<file path="src/rtl/sdram_burst_scheduler.sv">
// SDRAM burst command scheduler: arbitrates refresh, ring-buffer writes and reads,
// issuing one command at a time to the SDRAM engine over req/ack/done.
module sdram_burst_scheduler #(
    parameter int unsigned BURST_LEN   = 256,
    parameter logic [23:0] REGION_BASE = 24'h000000,
    parameter logic [23:0] REGION_END  = 24'h800000,
    parameter int unsigned REF_PERIOD  = 390
) (
    input  logic        clk_50m,
    input  logic        rst_n,
    input  logic        sdram_init_done,
    input  logic [9:0]  wr_fifo_level,
    input  logic [9:0]  rd_fifo_room,
    input  logic        rd_enable,
    output logic        cmd_req,
    output logic [1:0]  cmd_type,
    output logic [23:0] cmd_addr,
    output logic [9:0]  cmd_len,
    input  logic        cmd_ack,
    input  logic        cmd_done,
    output logic        buf_full,
    output logic        buf_empty,
    output logic        ref_miss,
    output logic        busy
);

    localparam int unsigned REGION_WORDS  = 32'(REGION_END - REGION_BASE);
    localparam int unsigned REGION_BURSTS = REGION_WORDS / BURST_LEN;
    localparam int unsigned FILL_W        = $clog2(REGION_BURSTS + 1);
    localparam int unsigned TIMER_W       = (REF_PERIOD > 1) ? $clog2(REF_PERIOD) : 1;

    localparam logic [9:0]         LEN        = 10'(BURST_LEN);
    localparam logic [23:0]        STEP       = 24'(BURST_LEN);
    localparam logic [FILL_W-1:0]  FILL_MAX   = FILL_W'(REGION_BURSTS);
    localparam logic [TIMER_W-1:0] TIMER_LAST = TIMER_W'(REF_PERIOD - 1);

    localparam logic [1:0] CMD_NONE    = 2'b00;
    localparam logic [1:0] CMD_WRITE   = 2'b01;
    localparam logic [1:0] CMD_READ    = 2'b10;
    localparam logic [1:0] CMD_REFRESH = 2'b11;

    typedef enum logic [1:0] {
        WAIT_INIT = 2'd0,
        IDLE      = 2'd1,
        REQ       = 2'd2,
        WAIT_DONE = 2'd3
    } state_t;

    state_t               state;
    logic                 init_meta;
    logic                 init_sync;
    logic [23:0]          wr_ptr;
    logic [23:0]          rd_ptr;
    logic [FILL_W-1:0]    fill;
    logic [TIMER_W-1:0]   ref_timer;
    logic                 ref_pending;
    logic [1:0]           active_cmd;

    logic                 write_ok;
    logic                 read_ok;
    logic                 ref_expire;
    logic                 ref_ack;
    logic [23:0]          wr_ptr_next;
    logic [23:0]          rd_ptr_next;
    logic [FILL_W-1:0]    fill_inc;
    logic [FILL_W-1:0]    fill_dec;
    logic [1:0]           grant_type;
    logic [23:0]          grant_addr;
    logic [9:0]           grant_len;

    // Ring pointer step with wrap back to the region base.
    function automatic logic [23:0] advance(input logic [23:0] ptr);
        logic [23:0] nxt;
        nxt = ptr + STEP;
        if (nxt >= REGION_END) begin
            nxt = REGION_BASE;
        end
        return nxt;
    endfunction

    assign write_ok    = (wr_fifo_level >= LEN) && !buf_full;
    assign read_ok     = rd_enable && (rd_fifo_room >= LEN) && !buf_empty;
    assign ref_expire  = (state != WAIT_INIT) && (ref_timer == TIMER_LAST);
    assign ref_ack     = (state == REQ) && cmd_ack && (active_cmd == CMD_REFRESH);
    assign wr_ptr_next = advance(wr_ptr);
    assign rd_ptr_next = advance(rd_ptr);
    assign fill_inc    = fill + FILL_W'(1);
    assign fill_dec    = fill - FILL_W'(1);

    // Fixed-priority arbitration: refresh, then write, then read.
    always_comb begin
        grant_type = CMD_NONE;
        grant_addr = '0;
        grant_len  = '0;
        if (ref_pending) begin
            grant_type = CMD_REFRESH;
        end else if (write_ok) begin
            grant_type = CMD_WRITE;
            grant_addr = wr_ptr;
            grant_len  = LEN;
        end else if (read_ok) begin
            grant_type = CMD_READ;
            grant_addr = rd_ptr;
            grant_len  = LEN;
        end
    end

    always_ff @(posedge clk_50m) begin
        if (!rst_n) begin
            state       <= WAIT_INIT;
            init_meta   <= 1'b0;
            init_sync   <= 1'b0;
            wr_ptr      <= REGION_BASE;
            rd_ptr      <= REGION_BASE;
            fill        <= '0;
            ref_timer   <= '0;
            ref_pending <= 1'b0;
            active_cmd  <= CMD_NONE;
            cmd_req     <= 1'b0;
            cmd_type    <= CMD_NONE;
            cmd_addr    <= '0;
            cmd_len     <= '0;
            buf_full    <= 1'b0;
            buf_empty   <= 1'b1;
            ref_miss    <= 1'b0;
            busy        <= 1'b0;
        end else begin
            init_meta <= sdram_init_done;
            init_sync <= init_meta;

            if ((state == WAIT_INIT) || ref_expire) begin
                ref_timer <= '0;
            end else begin
                ref_timer <= ref_timer + TIMER_W'(1);
            end

            // An expiry coinciding with a refresh ack re-arms the request.
            if (ref_expire) begin
                ref_pending <= 1'b1;
                if (ref_pending) begin
                    ref_miss <= 1'b1;
                end
            end else if (ref_ack) begin
                ref_pending <= 1'b0;
            end

            case (state)
                WAIT_INIT: begin
                    if (init_sync) begin
                        state <= IDLE;
                    end
                end
                IDLE: begin
                    if (!init_sync) begin
                        state <= WAIT_INIT;
                    end else if (grant_type != CMD_NONE) begin
                        state      <= REQ;
                        cmd_req    <= 1'b1;
                        cmd_type   <= grant_type;
                        cmd_addr   <= grant_addr;
                        cmd_len    <= grant_len;
                        active_cmd <= grant_type;
                        busy       <= 1'b1;
                    end
                end
                REQ: begin
                    if (cmd_ack) begin
                        state    <= WAIT_DONE;
                        cmd_req  <= 1'b0;
                        cmd_type <= CMD_NONE;
                    end
                end
                WAIT_DONE: begin
                    if (cmd_done) begin
                        state <= IDLE;
                        busy  <= 1'b0;
                        case (active_cmd)
                            CMD_WRITE: begin
                                wr_ptr    <= wr_ptr_next;
                                fill      <= fill_inc;
                                buf_full  <= (fill_inc == FILL_MAX);
                                buf_empty <= 1'b0;
                            end
                            CMD_READ: begin
                                rd_ptr    <= rd_ptr_next;
                                fill      <= fill_dec;
                                buf_full  <= 1'b0;
                                buf_empty <= (fill_dec == '0);
                            end
                            default: begin
                            end
                        endcase
                    end
                end
                default: begin
                    state <= WAIT_INIT;
                end
            endcase
        end
    end

endmodule

</file>
<file path="config.mk">
export PLATFORM = sky130hd
export DESIGN_NAME = sdram_burst_scheduler
export DESIGN_NICKNAME = d
export VERILOG_FILES = /design/src/rtl/sdram_burst_scheduler.sv
export SDC_FILE = /design/constraint.sdc
export NUM_CORES = 1
export LEC_CHECK = 0
export ABC_CLOCK_PERIOD_IN_PS = 3900
export BUFFER_PORTS_ARGS = -buffer_cell sky130_fd_sc_hd__buf_2
export CORE_MARGIN = 3
export CORE_UTILIZATION = 63
export CTS_CLUSTER_DIAMETER = 120
export DETAILED_ROUTE_END_ITERATION = 12
export PLACE_DENSITY = 0.9
export SLEW_MARGIN = 40
export SYNTH_ARGS = -nofsm -noshare
export SYNTH_HDL_FRONTEND = slang
export SYNTH_SLANG_ARGS = --single-unit
</file>
<file path="constraint.sdc">
create_clock -name clk_50m -period 3.9 [get_ports clk_50m]
set_input_delay 0 -clock clk_50m [delete_from_list [all_inputs] [get_ports clk_50m]]
set_output_delay 0 -clock clk_50m [all_outputs]
set_load 0.03 [all_outputs]
</file>
==> metrics.md <==
| Metric | Value |
|---|---|
| H-tree Lvls | `3` |
| Most area-consuming cells after synthesis | `dfxtp_1 (35%), nor2_1 (4.7%), mux2i_1 (4.5%)` |
| Adder-Cell Fraction of Synth Area | `4.13%` |
| Worst IR drop on VDD | `0.206 mV` |
| Crit-path slowest cell | `or4_1` |
| Die Ht | `96.4 um` |
| Post-DRT Antenna Nets | `0` |
| Yosys cell types | `61` |
| Actual slew at the worst max-slew pin | `0.741 ns` |
| Post-DR vias/cell | `6.28` |
| GR Layer Usage met1 | `35.3%` |
| Final wirelength | `11,800 um` |
| Synth Area in XOR/XNOR | `7.99%` |
| Final Skew | `0.0119 ns` |
| Worst path most repeated cell | `nand3_1` |
| Starting Density | `65.6%` |
| Synth Area in Compound Gates | `11.6%` |
| Syn avg cell area | `8.12 um2` |
| Die area | `9300 um2` |
| CTS Buf Count | `9` |
| GRT Max-Usage Layer | `met2` |
| P_leak | `1.90 nW` |
| Clock Latency Late Sink | `0.37 ns` |
| # fillers | `619` |
| Max-cap violation count | `0` |
| Startpoint types | `register` |
| Pwr/cell area | `301 nW/um2` |
| Crit share post-route | `68.5%` |
| Hold Crit Class | `input pin to register` |
| Clk buf depth | `2` |
| WL per Instance | `15.9 um` |
| CP required | `4.17 ns` |
| Synth top area share | `34.6%` |
| Max frequency | `0.375 GHz` |
| Setup repair after global routing missed its margin | `false` |
| Async SR Flop Fraction | `0%` |
| Design area | `5430 um2` |
| Port Buffer Count | `41` |
| Drt initial violations | `341` |
| IO Pins | `67` |
| Largest net degree at the start of global routing | `44` |
| Share of cells above drive strength 1 | `12.8%` |
| M3 GR Usage | `4.65%` |
| Worst setup path class | `register to register` |
| CP endpoint kind | `register` |
| Syn Std Cell Area | `5150 um2` |
| Post-Layout Cell Count | `744` |
| Clk slew on worst S/H paths | `0.09 ns` |
| Met2 Use GR | `41.5%` |
| Mux cell area share after synthesis | `4.69%` |
| Crit path arrival time | `2.94 ns` |
| Synth Area in Simple Gates | `28.9%` |
| Ant diodes | `0` |
| Ys flop type | `dfxtp_1` |
| Total core area | `7850 um2` |
| WHS Path Cells | `4` |
| Synth Register Bits | `89` |
| Max-slew violations | `0` |
| Crit-path max FO | `19` |
| Vias | `4,676` |
| Synth warn | `0` |
| Worst path cell trace | `inv_1, ha_1, nand3_1, or4_1, nor3b_1, nand3_1, a211oi_1` |
| Global route overflow | `0` |
| Mapped Cells | `634` |
| DP HPWL | `8090 um` |
| FF-to-FF path depth | `7` |
| Fin nets | `680` |
| Vias in the first global route | `4,178` |
| DRT Pass-1 Iters | `5` |
| CTS root buffer | `clkbuf_8` |
| Antenna violations before repair | `0` |
| Chip width | `96.4 um` |
| Largest family of logic cells by synthesized area | `simple AND/OR/NAND/NOR gates` |
| Status | `finished, final reports clean` |
| Final setup viols | `0` |
| CTS sink count | `89` |
| Seq/Total Area, Yosys | `34.6%` |
| Post-synth EDFFs | `0` |
| Global-route wire length before repair | `19,400 um` |
| Site Rows | `32` |
| Placed instance count | `727` |
| DRC errors left | `0` |
| Area after DPL | `5220 um2` |
| GPL Wtd Cong | `0.940` |
| Synth area leader | `dfxtp_1` |
| Gr usage total | `26.1%` |
| CTS tree | `built` |
| Total negative slack | `0 ns` |
| Post-CTS Setup Repair Bufs | `0` |
| Critical Path Max Stage Delay | `0.65 ns` |
| Final Hold Fails | `0` |
| Fin crit period | `2.67 ns` |
| Area Growth Syn to Fin | `5.32%` |
| Rel. slew slack | `50.6%` |
==> power breakdown <==
group          switching, W  internal, W  leakage, nW
registers        0.00000612     0.000914        0.718
logic             0.0000624    0.0000213         1.09
clock network      0.000376     0.000251       0.0970
==> placed cells by master, fill, tap and decap left out, types with 5 or more instances in the layout <==
master    count
clkbuf_8      9
xor2_1       22
o21a_1        6
o21ai_0      16
or3_1         6
and2_1        6
dfxtp_1      89
mux2i_1      23
nand3_1      33
nor3_1       42
a211oi_1      7
and3_1        8
nor4_1        6
nand2_1      43
xnor2_1      25
a21boi_0      5
inv_1        19
or4_1         9
a21oi_1      32
nand4_1      35
buf_2        41
nor2_1       63
ha_1         17
conb_1        9
==> per-layer routing <==
layer | part of all wire [%] | vias up
met5 | 0 | -
met4 | 1.8 | 0
met3 | 7.2 | 24
met2 | 47 | 211
met1 | 44 | 2211
li1 | - | 2230
==> cells by family after synthesis <==
| logic type | after synthesis |
|---|---|
| and+or+nand+nor | 282 |
| AOI/OAI and AO/OA | 92 |
| DFF | 89 |
| buffers and inverters | 82 |
| xor gates and xnor gates | 47 |
| muxes | 24 |
| adders and majority gates | 17 |
| other | 1 |
==> critical path, delay by kind of cell (launching register included) <==
kind	cells	cell delay (ns)
AND/OR/NAND/NOR	4	1.30
adder cells (fa/ha/maj)	1	0.63
flip-flops	1	0.35
AO/OA/AOI/OAI	1	0.25
buffers and inverters	1	0.06
==> cells in the mapped netlist (2+ instances only) <==
master	number
nor3_1	42
buf_4	21
nand3b_1	2
nor4_1	6
xor2_1	22
nor2_1	64
or4_1	9
a21boi_0	5
nor4b_1	4
and2_1	6
nand4_1	35
mux2i_1	23
buf_6	2
nor2b_1	2
a21oi_1	34
o21a_1	6
o21ai_0	16
a22o_1	2
or4_4	2
and4_1	3
or2_2	3
buf_2	9
nand3_1	33
clkbuf_1	26
nor4bb_1	2
nor3b_1	4
a211oi_1	7
inv_1	20
nand2b_1	2
nand2_1	43
dfxtp_1	89
o31ai_1	4
xnor2_1	25
buf_1	3
a31oi_1	2
a32oi_1	3
or3_1	6
ha_1	17
and3_1	8
==> final cells by class <==
cell class	count	area (um2)	share of cell area, %
timing repair buffer	46	245	4.52
clock inverter	7	72.6	1.34
clock buffer	9	124	2.28
tap	102	128	2.35
inverter	20	75.1	1.38
multi-input combinational	471	3000	55.3
sequential	89	1780	32.8
==> sequential cells by signal, indices dropped and copies added (netlist names), 2 cells and up <==
register and count:
wr_ptr 16, ref_timer 9, cmd_addr 17, rd_ptr 16, cmd_type 2, state 2, fill 16, active_cmd 2
==> metrics by stage <==
stage               hold slack [ns]  total power [W]  utilization (%)  worst slack, ns
floorplan                     0.127          0.00101                -             1.89
global placement              0.206          0.00102             66.4             1.40
detailed placement            0.211          0.00102             66.5             1.28
CTS                          0.0202          0.00164             69.1             1.25
global route                 0.0496          0.00169             69.1             1.06
finish                       0.0238          0.00163             69.1             1.23
==> what timing repair did <==
action	CTS	global route
hold buffers	1	0
endpoints found under the hold margin	1	0
endpoints found under the setup margin	0	0
gates resized for setup	0	0
==> path summary, 6_finish.rpt <==
path                            slack [ns]          start           to
worst max-delay path                  1.23  active_cmd[0]   rd_ptr[18]
worst min-delay path                  0.02        cmd_ack  ref_pending
worst max register to register        1.23  active_cmd[0]   rd_ptr[18]
worst min register to register        0.44      init_meta    init_sync
Note: power is estimated with default switching activity, not from simulation.
